`config.mk`:
```
export PLATFORM = sky130hd
export DESIGN_NAME = sprite_row_controller
export DESIGN_NICKNAME = d
export VERILOG_FILES = /design/src/rtl/sprite_row_controller_pkg.sv /design/src/rtl/sprite_slot_match.sv /design/src/rtl/sprite_row_controller.sv
export VERILOG_INCLUDE_DIRS = /design/src /design/src/rtl
export SDC_FILE = /design/constraint.sdc
export NUM_CORES = 1
export LEC_CHECK = 0
export BUFFER_PORTS_ARGS = -buffer_cell sky130_fd_sc_hd__buf_2
export CELL_PAD_IN_SITES_DETAIL_PLACEMENT = 1
export CELL_PAD_IN_SITES_GLOBAL_PLACEMENT = 1
export CORE_MARGIN = 5
export CORE_UTILIZATION = 30
export CTS_CLUSTER_SIZE = 28
export DETAILED_ROUTE_END_ITERATION = 7
export HOLD_SLACK_MARGIN = 0.1
export PLACE_DENSITY = 0.63
export SKIP_LAST_GASP = 1
export SYNTH_ARGS = -nofsm -noshare
export SYNTH_HDL_FRONTEND = slang
export SYNTH_SLANG_ARGS = --single-unit
```
`constraint.sdc`:
```
create_clock -name clk -period 4.78 [get_ports clk]
set_input_delay 0.478 -clock clk [delete_from_list [all_inputs] [get_ports clk]]
set_output_delay 0.478 -clock clk [all_outputs]
set_load 0.01 [all_outputs]
```
`src/rtl/define.v`:
```
// Shared screen/coordinate constants used across the video pipeline.
//   CORDW : coordinate width for pixel/line counters
//   H_RES : active horizontal resolution
//   V_RES : active vertical resolution
`ifndef SPRITE_DEFINE_V
`define SPRITE_DEFINE_V
`define CORDW 16
`define H_RES 640
`define V_RES 480
`endif

```
`src/rtl/sprite_row_controller_pkg.sv`:
```
// Shared constants and helpers for the sprite row controller.
//   CORD_W     : screen coordinate width (from define.v)
//   XW         : widened x width, so instance origins never wrap
//   min1_clog2 : index width helper, at least 1 bit
`include "define.v"

package sprite_row_controller_pkg;

  localparam int unsigned CORD_W = `CORDW;
  localparam int unsigned XW     = CORD_W + 8;

  // Width needed to index n items, never less than one bit
  function automatic int unsigned min1_clog2(input int unsigned n);
    return (n <= 1) ? 1 : $clog2(n);
  endfunction

endpackage

```
`src/rtl/sprite_slot_match.sv`:
```
// Horizontal window compare for one sprite instance.
//   x     : current pixel x, widened to XW
//   ox    : instance x origin, widened to XW
//   en    : instance alive and current line inside the sprite rows
//   hit_c : pixel lies inside [ox, ox+SPR_W-1] and en is set
//   col_c : column offset x-ox, valid when hit_c
module sprite_slot_match
  import sprite_row_controller_pkg::*;
#(
  parameter int unsigned SPR_W = 16
) (
  input  logic [XW-1:0]                  x,
  input  logic [XW-1:0]                  ox,
  input  logic                           en,
  output logic                           hit_c,
  output logic [min1_clog2(SPR_W)-1:0]   col_c
);

  localparam int unsigned CW = min1_clog2(SPR_W);

  logic [XW-1:0] dx;

  // Subtract-then-bound avoids computing ox+SPR_W-1, which could carry out
  assign dx    = x - ox;
  assign hit_c = en && (x >= ox) && (dx <= XW'(SPR_W - 1));
  assign col_c = CW'(dx);

endmodule

```
`src/rtl/sprite_row_controller.sv`:
```
// Sprite row controller: draws N_SPR copies of one sprite in a horizontal
// row, producing a sprite ROM address for the pixel being scanned.
// Optional animation (two-frame flip every ANIM_PERIOD video frames) is
// enabled by defining SPRITE_ANIM_EN; otherwise frame is tied to 0.
//   clk, rst_n         : clock, asynchronous active-low reset
//   pixel, line        : current scan coordinate
//   origin_x, origin_y : row placement, sampled at frame start
//   alive              : per-instance enable mask, sampled at frame start
//   addr, rden         : registered ROM address and read enable
//   hit_idx            : registered index of the drawn instance
//   frame              : current animation frame
module sprite_row_controller
  import sprite_row_controller_pkg::*;
#(
  parameter int unsigned SPR_W       = 16,
  parameter int unsigned SPR_H       = 8,
  parameter int unsigned N_SPR       = 8,
  parameter int unsigned SPACING     = 24,
  parameter int unsigned ADDR_W      = 12,
  parameter int unsigned ANIM_PERIOD = 32
) (
  input  logic                          clk,
  input  logic                          rst_n,
  input  logic [CORD_W-1:0]             pixel,
  input  logic [CORD_W-1:0]             line,
  input  logic [CORD_W-1:0]             origin_x,
  input  logic [CORD_W-1:0]             origin_y,
  input  logic [N_SPR-1:0]              alive,
  output logic [ADDR_W-1:0]             addr,
  output logic                          rden,
  output logic [min1_clog2(N_SPR)-1:0]  hit_idx,
  output logic                          frame
);

  localparam int unsigned IW = min1_clog2(N_SPR);
  localparam int unsigned CW = min1_clog2(SPR_W);
  localparam int unsigned RW = min1_clog2(SPR_H);

  // Elaboration-time parameter sanity
  if (SPACING < 1) begin : g_bad_spacing
    $error("SPACING must be at least 1");
  end
  if (ANIM_PERIOD < 1) begin : g_bad_period
    $error("ANIM_PERIOD must be at least 1");
  end
  if (64'(2 * SPR_W * SPR_H) > (64'(1) << ADDR_W)) begin : g_bad_addr
    $error("ADDR_W too small for two sprite frames");
  end

  logic [CORD_W-1:0] shadow_x;
  logic [CORD_W-1:0] shadow_y;
  logic [N_SPR-1:0]  shadow_alive;

  logic              frame_start_c;
  logic              row_ok_c;
  logic [RW-1:0]     row_c;
  logic [XW-1:0]     pixel_x_c;
  logic [N_SPR-1:0]  slot_hit_c;
  logic [CW-1:0]     slot_col_c [N_SPR];
  logic              any_hit_c;
  logic [IW-1:0]     sel_idx_c;
  logic [CW-1:0]     sel_col_c;
  logic [ADDR_W-1:0] frame_base_c;
  logic [ADDR_W-1:0] addr_next_c;

  assign frame_start_c = (pixel == '0) && (line == '0);
  assign pixel_x_c     = XW'(pixel);

  // Row window at CORD_W+1 bits so a row near the bottom edge cannot wrap
  assign row_ok_c = ({1'b0, line} >= {1'b0, shadow_y}) &&
                    ({1'b0, line} <= ({1'b0, shadow_y} + (CORD_W + 1)'(SPR_H - 1)));
  assign row_c    = RW'(line - shadow_y);

  // Shadow copies of placement and mask, updated only at frame start
  always_ff @(posedge clk or negedge rst_n) begin : p_shadow
    if (!rst_n) begin
      shadow_x     <= '0;
      shadow_y     <= '0;
      shadow_alive <= '0;
    end else if (frame_start_c) begin
      shadow_x     <= origin_x;
      shadow_y     <= origin_y;
      shadow_alive <= alive;
    end
  end

  // One window compare per instance
  for (genvar i = 0; i < int'(N_SPR); i++) begin : g_slot
    logic [XW-1:0] ox;
    assign ox = XW'(shadow_x) + XW'(i * SPACING);

    sprite_slot_match #(
      .SPR_W (SPR_W)
    ) u_slot (
      .x     (pixel_x_c),
      .ox    (ox),
      .en    (row_ok_c && shadow_alive[i]),
      .hit_c (slot_hit_c[i]),
      .col_c (slot_col_c[i])
    );
  end

  // Priority chain: scanning high to low leaves the lowest hit selected
  always_comb begin : p_prio
    any_hit_c = 1'b0;
    sel_idx_c = '0;
    sel_col_c = '0;
    for (int i = int'(N_SPR) - 1; i >= 0; i--) begin
      if (slot_hit_c[i]) begin
        any_hit_c = 1'b1;
        sel_idx_c = IW'(i);
        sel_col_c = slot_col_c[i];
      end
    end
  end

`ifdef SPRITE_ANIM_EN
  localparam int unsigned AW = min1_clog2(ANIM_PERIOD);

  logic [AW-1:0] anim_cnt;
  logic          frame_q;

  // Count frame starts; flip the animation frame on each wrap
  always_ff @(posedge clk or negedge rst_n) begin : p_anim
    if (!rst_n) begin
      anim_cnt <= '0;
      frame_q  <= 1'b0;
    end else if (frame_start_c) begin
      if (anim_cnt == AW'(ANIM_PERIOD - 1)) begin
        anim_cnt <= '0;
        frame_q  <= ~frame_q;
      end else begin
        anim_cnt <= anim_cnt + AW'(1);
      end
    end
  end

  assign frame = frame_q;
`else
  assign frame = 1'b0;
`endif

  assign frame_base_c = frame ? ADDR_W'(SPR_W * SPR_H) : '0;
  assign addr_next_c  = frame_base_c
                      + ADDR_W'(row_c) * ADDR_W'(SPR_W)
                      + ADDR_W'(sel_col_c);

  // Registered ROM request, zeroed when nothing is drawn
  always_ff @(posedge clk or negedge rst_n) begin : p_out
    if (!rst_n) begin
      addr    <= '0;
      rden    <= 1'b0;
      hit_idx <= '0;
    end else begin
      rden    <= any_hit_c;
      addr    <= any_hit_c ? addr_next_c : '0;
      hit_idx <= any_hit_c ? sel_idx_c : '0;
    end
  end

endmodule

```
== After elaboration in Yosys (flattened, before gate mapping) ==
Cells that the tools add are included.

* Reduce and logical (&&, ||, !) cells: 28
* Add/sub/neg operators: 18
* Muxes and demuxes: 26
* Order comparisons: 18

{| class="wikitable"
|+ Operator list
! cell !! count
|-
| 24-bit by 4-bit less-or-equal comparator with 1-bit output, second input constant || 8
|-
| 16-bit by 17-bit subtractor with 18-bit output || 7
|-
| 16-bit by 17-bit >= comparator with 1-bit output || 7
|-
| 16-bit by 7-bit adder with 17-bit output, second input constant || 3
|-
| 16-bit by 8-bit adder with 17-bit output, second input constant || 2
|-
| 16-bit >= comparator || 2
|-
| 16-bit logical NOT || 2
|-
| 4-bit two-way mux || 8
|-
| 3-bit two-way mux || 9
|-
| 1-bit logical AND || 26
|-
| 16-bit by 3-bit adder with 17-bit output, second input constant || 1
|-
| 16-bit by 5-bit adder with 17-bit output, second input constant || 1
|-
| 16-bit by 6-bit adder with 17-bit output, second input constant || 1
|-
| 16-bit by 17-bit less-or-equal comparator with 1-bit output || 1
|-
| 16-bit by 16-bit subtractor with 17-bit output || 1
|-
| 7-bit by 4-bit adder with 8-bit output || 1
|-
| 1-bit two-way mux || 8
|-
| 8-bit two-way mux || 1
|-
| 3-bit subtractor || 1
|}

* Bits of input ports: 74
* Output and inout bits: 17
* Bits in registers: 52

== Depth between registers and ports, before layout ==
Gate-level depths: netlist (run 1).

* Depth in word-level cells: 16
* Depth in mapped cells: 21
* Mapped depth without buffers: 19

== By module ==
A second synthesis (run 1) with hierarchy kept.

* Cell total of the unflattened synthesis: 2433
* Area total of the unflattened synthesis: 17197.7 um2

{| class="wikitable"
|+ Modules (own cells, without submodules)
! module !! sequential area each (um2) !! times used !! cells each !! area each (um2)
|-
| sprite_slot_match at g_slot[0].u_slot ... || 0.0 || 7 || 232 || 1545.2
|-
| sprite_row_controller || 1276.2 || 1 || 538 || 4655.7
|-
| sprite_slot_match at g_slot[1].u_slot || 0.0 || 1 || 271 || 1725.4
|}

== Worst setup path before layout (run 1) ==
Ideal clock, no wire load.

* Path type: flip-flop to flip-flop
* Start point: register shadow_x[11]
* End point: register addr[4]
* Stages on the path, launching flop included: 19
* Arrival time: 4.294 ns
* Data required time: 4.714 ns
* Slack: 0.420 ns
* Period minus slack after synthesis: 4.360 ns
* Path buffers: 3
* Cells stage by stage: dfrtp_1 -> buf_1 -> nand4_1 -> or3_1 -> clkbuf_1 -> nor2_1 -> xnor2_1 -> ha_1 -> o21ai_0 -> a21boi_0 -> o311ai_0 -> or4_1 -> nor4_1 -> nand4_1 -> or4_1 -> a21oi_1 -> or3b_1 -> buf_4 -> and2_1

* Elaborated cells on any way between the ends: 65
* Classes of those cells: add/sub: 16; order compare: 16; mux: 17; reduce/logical: 16

{| class="wikitable"
|+ RTL lines
! element !! RTL line !! RTL
|-
| from (decl) || sprite_row_controller.sv:50 || <nowiki>logic [CORD_W-1:0] shadow_x;</nowiki>
|-
| from (signal assigned) || sprite_row_controller.sv:81 || <nowiki>shadow_x <= origin_x;</nowiki>
|-
| 16-bit by 8-bit adder with 17-bit output || sprite_row_controller.sv:90 || <nowiki>assign ox = XW'(shadow_x) + XW'(i * SPACING);</nowiki>
|-
| 16-bit by 17-bit subtractor with 18-bit output or 16-bit by 17-bit >= comparator with 1-bit output (tied branches) || sprite_slot_match.sv:24, sprite_slot_match.sv:25 ||
|-
| 24-bit by 4-bit less-or-equal comparator with 1-bit output or 1-bit logical AND (tied branches) || sprite_slot_match.sv:25 || <nowiki>assign hit_c = en && (x >= ox) && (dx <= XW'(SPR_W - 1));</nowiki>
|-
| 1-bit logical AND || sprite_slot_match.sv:25 ||
|-
| 1-bit two-way mux (7 in a row) || sprite_row_controller.sv:109 || <nowiki>if (slot_hit_c[i]) begin</nowiki>
|-
| 1-bit two-way mux (*) || sprite_row_controller.sv:109 ||
|-
| named net any_hit_c || sprite_row_controller.sv:60 || <nowiki>logic any_hit_c;</nowiki>
|-
| 8-bit two-way mux (*) || sprite_row_controller.sv:156 || <nowiki>addr <= any_hit_c ? addr_next_c : '0;</nowiki>
|-
| to (signal assigned) || sprite_row_controller.sv:156 ||
|-
| to (decl) || sprite_row_controller.sv:29 || <nowiki>output logic [ADDR_W-1:0] addr,</nowiki>
|}

The timed path passes the listed nets; every way through them passes the cells marked *.
A chain may end at the register's enable or synchronous reset.

== Final worst setup path (run 1) ==
* Start point: register shadow_x[10]
* End point: register addr[3]

* Longest elaborated chain between the ends: 14
* Elaborated cells on any way between the ends: 65
* Classes of those cells: add/sub: 16; order compare: 16; mux: 17; reduce/logical: 16

{| class="wikitable"
|+ RTL lines
! element !! RTL line !! RTL
|-
| 16-bit by 8-bit adder with 17-bit output || sprite_row_controller.sv:90 ||
|-
| 16-bit by 17-bit subtractor with 18-bit output or 16-bit by 17-bit >= comparator with 1-bit output (tied branches) || sprite_slot_match.sv:24, sprite_slot_match.sv:25 ||
|-
| 24-bit by 4-bit less-or-equal comparator with 1-bit output or 1-bit logical AND (tied branches) || sprite_slot_match.sv:25 ||
|-
| 1-bit logical AND || sprite_slot_match.sv:25 ||
|-
| 4-bit two-way mux (8 in a row) || sprite_row_controller.sv:109 ||
|-
| 7-bit by 4-bit adder with 8-bit output || sprite_row_controller.sv:146 || <nowiki>+ ADDR_W'(sel_col_c);</nowiki>
|-
| 8-bit two-way mux (*) || sprite_row_controller.sv:156 ||
|}

Mark *: on every way between the ends. The rest lies on a longest branch, timed or not.

==> results of run 1 <==
-- power groups by stage --
stage | Combinational, mW | Clock [mW] | Sequential, mW
after global routing | 0.589 | 0.469 | 0.431
after floorplan | 0.336 | 0 | 0.440
after detailed placement | 0.524 | 0 | 0.440
after CTS | 0.528 | 0.455 | 0.431
final | 0.534 | 0.445 | 0.431
after global placement | 0.517 | 0 | 0.440
-- cell families after synthesis --
logic type / Yosys count / share of synthesized area (%)
adders and majority gates: 144 / 18.77
buffers and inverters: 127 / 5.286
xor gates and xnor gates: 124 / 11.22
DFF: 51 / 13.18
AOI/OAI and AO/OA: 391 / 26.07
other: 1 / 0.03874
and+or+nand+nor: 434 / 22.49
muxes: 27 / 2.947
-- Yosys cell counts, drive strengths merged (24+ instances only) --
| cell type | count |
|---|---|
| nand4 | 24 |
| nand2b | 31 |
| clkbuf | 30 |
| o21ai | 103 |
| nand3 | 32 |
| nand2 | 108 |
| ha | 142 |
| nor2 | 98 |
| a21oi | 102 |
| dfrtp | 51 |
| nor3 | 35 |
| inv | 85 |
| xnor2 | 101 |
-- metrics by stage --
stage | worst slack [ns] | total power, mW | utilization [%] | TNS, ns | hold WS [ns]
after CTS | 0.1191 | 1.414 | 34.53 | 0 | 0.3416
after floorplan | 0.4203 | 0.7753 | - | 0 | 0.1824
after detailed placement | 0.004591 | 0.9635 | 34.02 | 0 | 0.5010
after global routing | -0.003307 | 1.490 | 34.73 | -0.004414 | 0.3512
after global placement | -0.03540 | 0.9564 | 34.02 | -0.1920 | 0.4946
final | 0.2092 | 1.409 | 34.73 | 0 | 0.3070
-- registers in the layout, indices dropped and copies added, names as in the netlist --
register and count:
addr 7, hit_idx 3, rden 1, shadow_alive 8, shadow_x 16, shadow_y 16
-- routing by layer --
metal / wire [microns] / part of all wire [%] / global-route usage (%) / up-vias
met5: 0 / 0 / 0 / -
met4: 1277 / 3.2 / 6.928 / 0
met3: 1755 / 4.4 / 2.972 / 69
met2: 18590 / 47 / 36.13 / 264
met1: 18280 / 46 / 29.01 / 5054
li1: - / - / - / 4963
-- how the worst max path moves through the flow --
stage | endpoint | slack, ns | cells past startpoint
2_1_floorplan | addr[4]$_DFF_PN0_ | 0.42 | 18
3_3_place_gp | addr[4]$_DFF_PN0_ | -0.04 | 16
3_5_place_dp | addr[5]$_DFF_PN0_ | 0.005 | 16
4_1_cts | addr[4]$_DFF_PN0_ | 0.12 | 17
5_1_grt | hit_idx[0]$_DFF_PN0_ | -0.003 | 18
6_report | addr[3]$_DFF_PN0_ | 0.21 | 17
-- layout make-up --
type	instances	area share (%)
flip-flops and latches	51	11.61
well taps	402	4.566
multi-input cells	1126	72.46
clock inverters	3	0.2612
repair buffers	128	7.041
clock buffers	5	1.136
inverters	86	2.930
-- what timing repair did --
item                       4_1_cts  5_1_grt
setup endpoints to repair        3       11
cloned                           0        0
resized for setup                2       23
setup buffers                    0        1
pin swaps                        0        1
==> qor.txt, run 1 <==
Largest cells by area after synthesis = ha_1, dfrtp_1, xnor2_1
Vias in the first global route = 10800
Die Wd = 189.6 microns
Core Area = 0.03172 sq mm
Startpoint Class = flip-flop
RSZ-0062 raised after global routing = true
Status = completed
Logic pwr share = 37.9%
Top-area cell type share of the netlist area = 18.35%
# Max-Cap Violations = 0
Slew Limit Headroom = 46.35%
Flip-flop and latch area = 0.001279 sq mm
Slew Limit Fails = 0
Root buffer cell = clkbuf_16
Grt total ovfl = 0
Nets@finish = 1616
Routed WL per cell = 22.15 microns
Seq/Total Area, Yosys = 13.18%
Worst VDD drop = 156.9 uV
DRC Markers = 0
Leading cell types in the layout, fill and taps excluded = ha_1, nand2_1, xnor2_1
Power per standard cell area = 127.9 mW/mm^2
Reg2reg start = shadow_x[10]$_DFFE_PN0P_
Fillers = 3962
Avg Inst Size Synth = 7.452 sq um
Max Clk Rate = 218.8 MHz
Placed Area = 0.01079 sq mm
Effective utilization at floorplan = 30.52%
Post-Layout Inst Area = 0.01102 sq mm
CTS Sinks = 51
Setup-failing EPs final = 0
Syn Std Cell Area = 0.009681 sq mm
Worst Path Required = 4.98 ns
Largest net degree at the start of global routing = 52
WP buf/inv = 2
Worst-Skew Late Latency = 0.34 ns
Critical-path maximum fanout = 7
Syn-to-layout area delta = 13.80%
Synth area leader = ha_1
R2R depth = 17
Slowest cell delay on critical path = 0.62 ns
Synth Flop Type = dfrtp_1
Drt pass-1 iters = 5
Gpl congestion = 0.9719
Final hold vios = 0
Period minus WS final = 4.571 ns
H-tree Lvls = 2
Psw = 0.5691 mW
Largest delay share family, worst path = simple AND/OR/NAND/NOR gates
CTS Hold Bufs = 0
Placed cell count = 1792
CP arrival = 4.77 ns
Slew @ Worst Pin = 0.8048 ns
Io pins = 91
Post-DRT Antenna Nets = 0
Clock transition at path regs = 0.11 ns
Via count = 10350
Worst Setup End Kind = flip-flop
Hpwl dp = 31870 microns
Clock Skew = 0.02543 ns
Die Area = 0.03596 sq mm
YS warnings = 0
Reg2Reg Setup Slack = 0.21 ns
TritonCTS Buffers = 5
First-pass GRT wire length = 61760 microns
Cell Rows = 65
Initial antenna violation count = 0
Vias/cell = 5.747
Buffers on Ports = 84
CTS tree = done
ANT cells = 0
Library cells used by synthesis = 82
Cell count after synthesis = 1299
Sw Ratio = 40.38%
Flops & latches, synth = 51
Final period util = 95.62%
Critical Path Start = shadow_x[10]$_DFFE_PN0P_
WL final = 39900 microns
GRT Util Overall = 21.65%
Asr flop ratio synth = 100.0%
Multi-input gate area = 0.007983 sq mm
Slowest stage cell, crit path = or4_1
Critical path, cell by cell = buf_4 -> nand4_1 -> buf_4 -> nor3_1 -> xnor2_1 -> ha_1 -> o21a_1 -> o22ai_1 -> a211oi_1 -> o211ai_1 -> a2111oi_1 -> o2111ai_1 -> or4_1 -> nor3b_1 -> or2_1 -> nand4b_1 -> nand4_1
Sequential Power Share = 30.6%
Max Root-Sink Buffers = 2
Reg2reg end = addr[3]$_DFF_PN0_
Commonest non-fill, non-tap cell in the layout = ha_1
Die Y = 189.6 microns
Clock group share of total power = 31.5%
Pint = 0.8402 mW
Crit Path Class = flip-flop to flip-flop
P_leak = 4.905 nW
Share of cells above drive strength 1 = 14.08%
Hold Path Class = input pin to asynchronous set/reset pin
Initial DRC count = 610
Number of flops mapped to enable cells by yosys = 0
Finished Layout Cells = 1801
No activity file was read; power rests on OpenSTA's default activity.
==> inputs of run 2 (changes only) <==
PLACE_DENSITY = 0.62   (was 0.63)
SYNTH_HIERARCHICAL = 1   (was default)
==> qor.txt, run 2 <==
Cell Rows = 87
Post-Synth Simple-Gate Area = 24.73%
Grt total ovfl = 0
Setup-failing EPs final = 11
Period minus WS final = 5.318 ns
Vias in the first global route = 19880
P_leak = 9.862 nW
Library cells used by synthesis = 87
Worst VDD drop = 125.2 uV
Clock Skew = 0.007851 ns
Final period util = 111.3%
Final worst slack = -0.5384 ns
Die Y = 249.4 microns
Synth Flop Type = dfrtp_1
Buffers on Ports = 84
Avg Inst Size Synth = 7.069 sq um
Initial DRC count = 1111
Final hold vios = 0
Dpl ws = -0.8032 ns
CTS Sinks = 51
YS warnings = 6
R2R depth = 25
Reg2reg start = shadow_y[0]$_DFFE_PN0P_
Nets@finish = 3161
CTS tree = done
Drt pass-1 iters = 5
Largest family of logic cells by synthesized area = compound AO/OA/AOI/OAI gates
Initial antenna violation count = 5
Clock transition at path regs = 0.09 ns
Syn Std Cell Area = 0.01720 sq mm
Most frequent cell after synthesis = inv_1
Largest net degree at the start of global routing = 52
Placed cell count = 3584
Fillers = 7250
Mux cell area share after synthesis = 2.008%
Slew Limit Headroom = 26.58%
Power per standard cell area = 107.6 mW/mm^2
Die Area = 0.06222 sq mm
First-pass GRT wire length = 110800 microns
Leading cell types in the layout, fill and taps excluded = inv_1, buf_4, ha_1
Status = complete, but fails checks
Synth area leader = ha_1
Io pins = 91
Gpl congestion = 0.9260
Most frequent cells after synthesis = inv_1, ha_1, nand2_1
Cell count after synthesis = 2433
Reg2reg end = addr[1]$_DFF_PN0_
Post-Synth XOR/XNOR Area = 6.926%
H-tree Lvls = 2
WL final = 71270 microns
Failing checks = negative setup slack
Max Root-Sink Buffers = 2
Worst Setup End Kind = flip-flop
GRT Util Overall = 21.72%
Hpwl dp = 59390 microns
Number of flops mapped to enable cells by yosys = 0
Fin Hold WS = 0.3090 ns
Max Clk Rate = 188.0 MHz
Post-synthesis compound-gate area fraction = 30.77%
Commonest non-fill, non-tap cell in the layout = inv_1
Core Area = 0.05660 sq mm
Via count = 19540
Root buffer cell = clkbuf_16
Seq/Total Area, Yosys = 7.421%
Top Registers = shadow_x x16, shadow_y x16, shadow_alive x8
Routed WL per cell = 19.80 microns
Effective utilization at floorplan = 30.38%
Asr flop ratio synth = 100.0%
Die Wd = 249.4 microns
Share of cells above drive strength 1 = 17.66%
Hold Path Class = input pin to asynchronous set/reset pin
Finished Layout Cells = 3599
Syn-to-layout area delta = 22.55%
TritonCTS Buffers = 5
Worst Path Required = 4.98 ns
CP arrival = 5.52 ns
Post-DRT Antenna Nets = 0
Multi-input gate area = 0.01494 sq mm
Top-area cell type share of the netlist area = 17.24%
Crit Path Class = flip-flop to flip-flop
CTS Hold Bufs = 0
Reg2Reg Setup Slack = -0.54 ns
Slowest cell delay on critical path = 0.38 ns
# Max-Cap Violations = 0
Startpoint Class = flip-flop
Critical-path maximum fanout = 7
Flops & latches, synth = 51
DRC Markers = 0
Flip-flop and latch area = 0.001276 sq mm
RSZ-0062 raised after global routing = true
Vias/cell = 5.429
Worst-Skew Late Latency = 0.33 ns
Slew Limit Fails = 0
Slew @ Worst Pin = 1.098 ns
Slowest stage cell, crit path = dfrtp_1
Post-Synth Adder-Cell Area = 18.29%
Largest cells by area after synthesis = ha_1, dfrtp_1, inv_1
==> run 2: changes by cell type after synthesis, moves of 33 or more <==
| cell | change |
|---|---|
| a21o_1 | +53 |
| a21oi_1 | +67 |
| ha_1 | +95 |
| inv_1 | +244 |
| nand2_1 | +90 |
| nand2b_1 | +52 |
| nor2_1 | +70 |
| o2111ai_1 | +33 |
| xor2_1 | +39 |
==> run 2: final cells by class <==
class,instances,share of cell area [%]
Antenna cell,1,0.01187
Tap cell,756,4.488
Sequential cell,51,6.056
Inverter,326,5.806
Timing Repair Buffer,361,12.04
Clock buffer,5,0.5937
Clock inverter,3,0.1306
Multi-Input combinational cell,2096,70.87
==> run 2: metal layers <==
layer,vias to the layer above,GRT usage [%],part of all wire [%]
met5,-,0,0.021
met4,4,3.010,1.4
met3,62,2.644,4.2
met2,395,36.51,46
met1,9543,30.67,49
li1,9534,-,-
==> run 2: repair_timing <==
item / 4_1_cts / 5_1_grt
endpoints found under the setup margin: 11 / 11
setup buffers: 5 / 1
pin swaps: 26 / 15
resized for setup: 24 / 14
==> run 2: cell families (layout without fill, tap and decap cells) <==
family	after synthesis	after routing
AND/OR/NAND/NOR	807	807
AO/OA/AOI/OAI	748	748
buffers and inverters	412	695
adder cells (fa/ha/maj)	246	246
XOR/XNOR	136	136
flip-flops	51	51
multiplexers	32	32
other	1	128
==> run 2: worst max path at each step <==
stage          slack (ns)                     from           endpoint  depth (start not counted)
3_5_place_dp        -0.80  shadow_y[0]$_DFFE_PN0P_  addr[2]$_DFF_PN0_                         25
6_report            -0.54  shadow_y[0]$_DFFE_PN0P_  addr[1]$_DFF_PN0_                         25
2_1_floorplan       0.001  shadow_y[0]$_DFFE_PN0P_  addr[2]$_DFF_PN0_                         23
3_3_place_gp        -0.62  shadow_y[0]$_DFFE_PN0P_  addr[3]$_DFF_PN0_                         25
5_1_grt             -0.95  shadow_y[1]$_DFFE_PN0P_  addr[1]$_DFF_PN0_                         24
4_1_cts             -0.58  shadow_y[0]$_DFFE_PN0P_  addr[2]$_DFF_PN0_                         25
==> run 2: power by group <==
part	total [mW]	internal (mW)	switching (mW)
Sequential	0.431	0.431	0.0000000108
Combinational	1.42	0.566	0.850
Clock	0.421	0.201	0.220
==> run 2: per-stage QoR <==
step	power, mW	utilization, %	TNS, ns	area (sq um)
final	2.268	37.23	-4.733	21080
after global routing	2.436	37.23	-8.822	21070
after CTS	2.189	37.07	-5.168	20980
after detailed placement	1.760	36.53	-7.164	20680
after global placement	1.744	36.53	-5.601	20680
after floorplan	1.371	-	0	17690
==> run 2: critical path: cells and delay by family, from the launching register on <==
family / cells / cell delay (ns)
compound gates: 11 / 2.03
xor+xnor: 1 / 0.15
fa+ha+maj: 2 / 0.48
buf+inv: 3 / 0.50
flops: 1 / 0.38
simple gates: 8 / 1.66
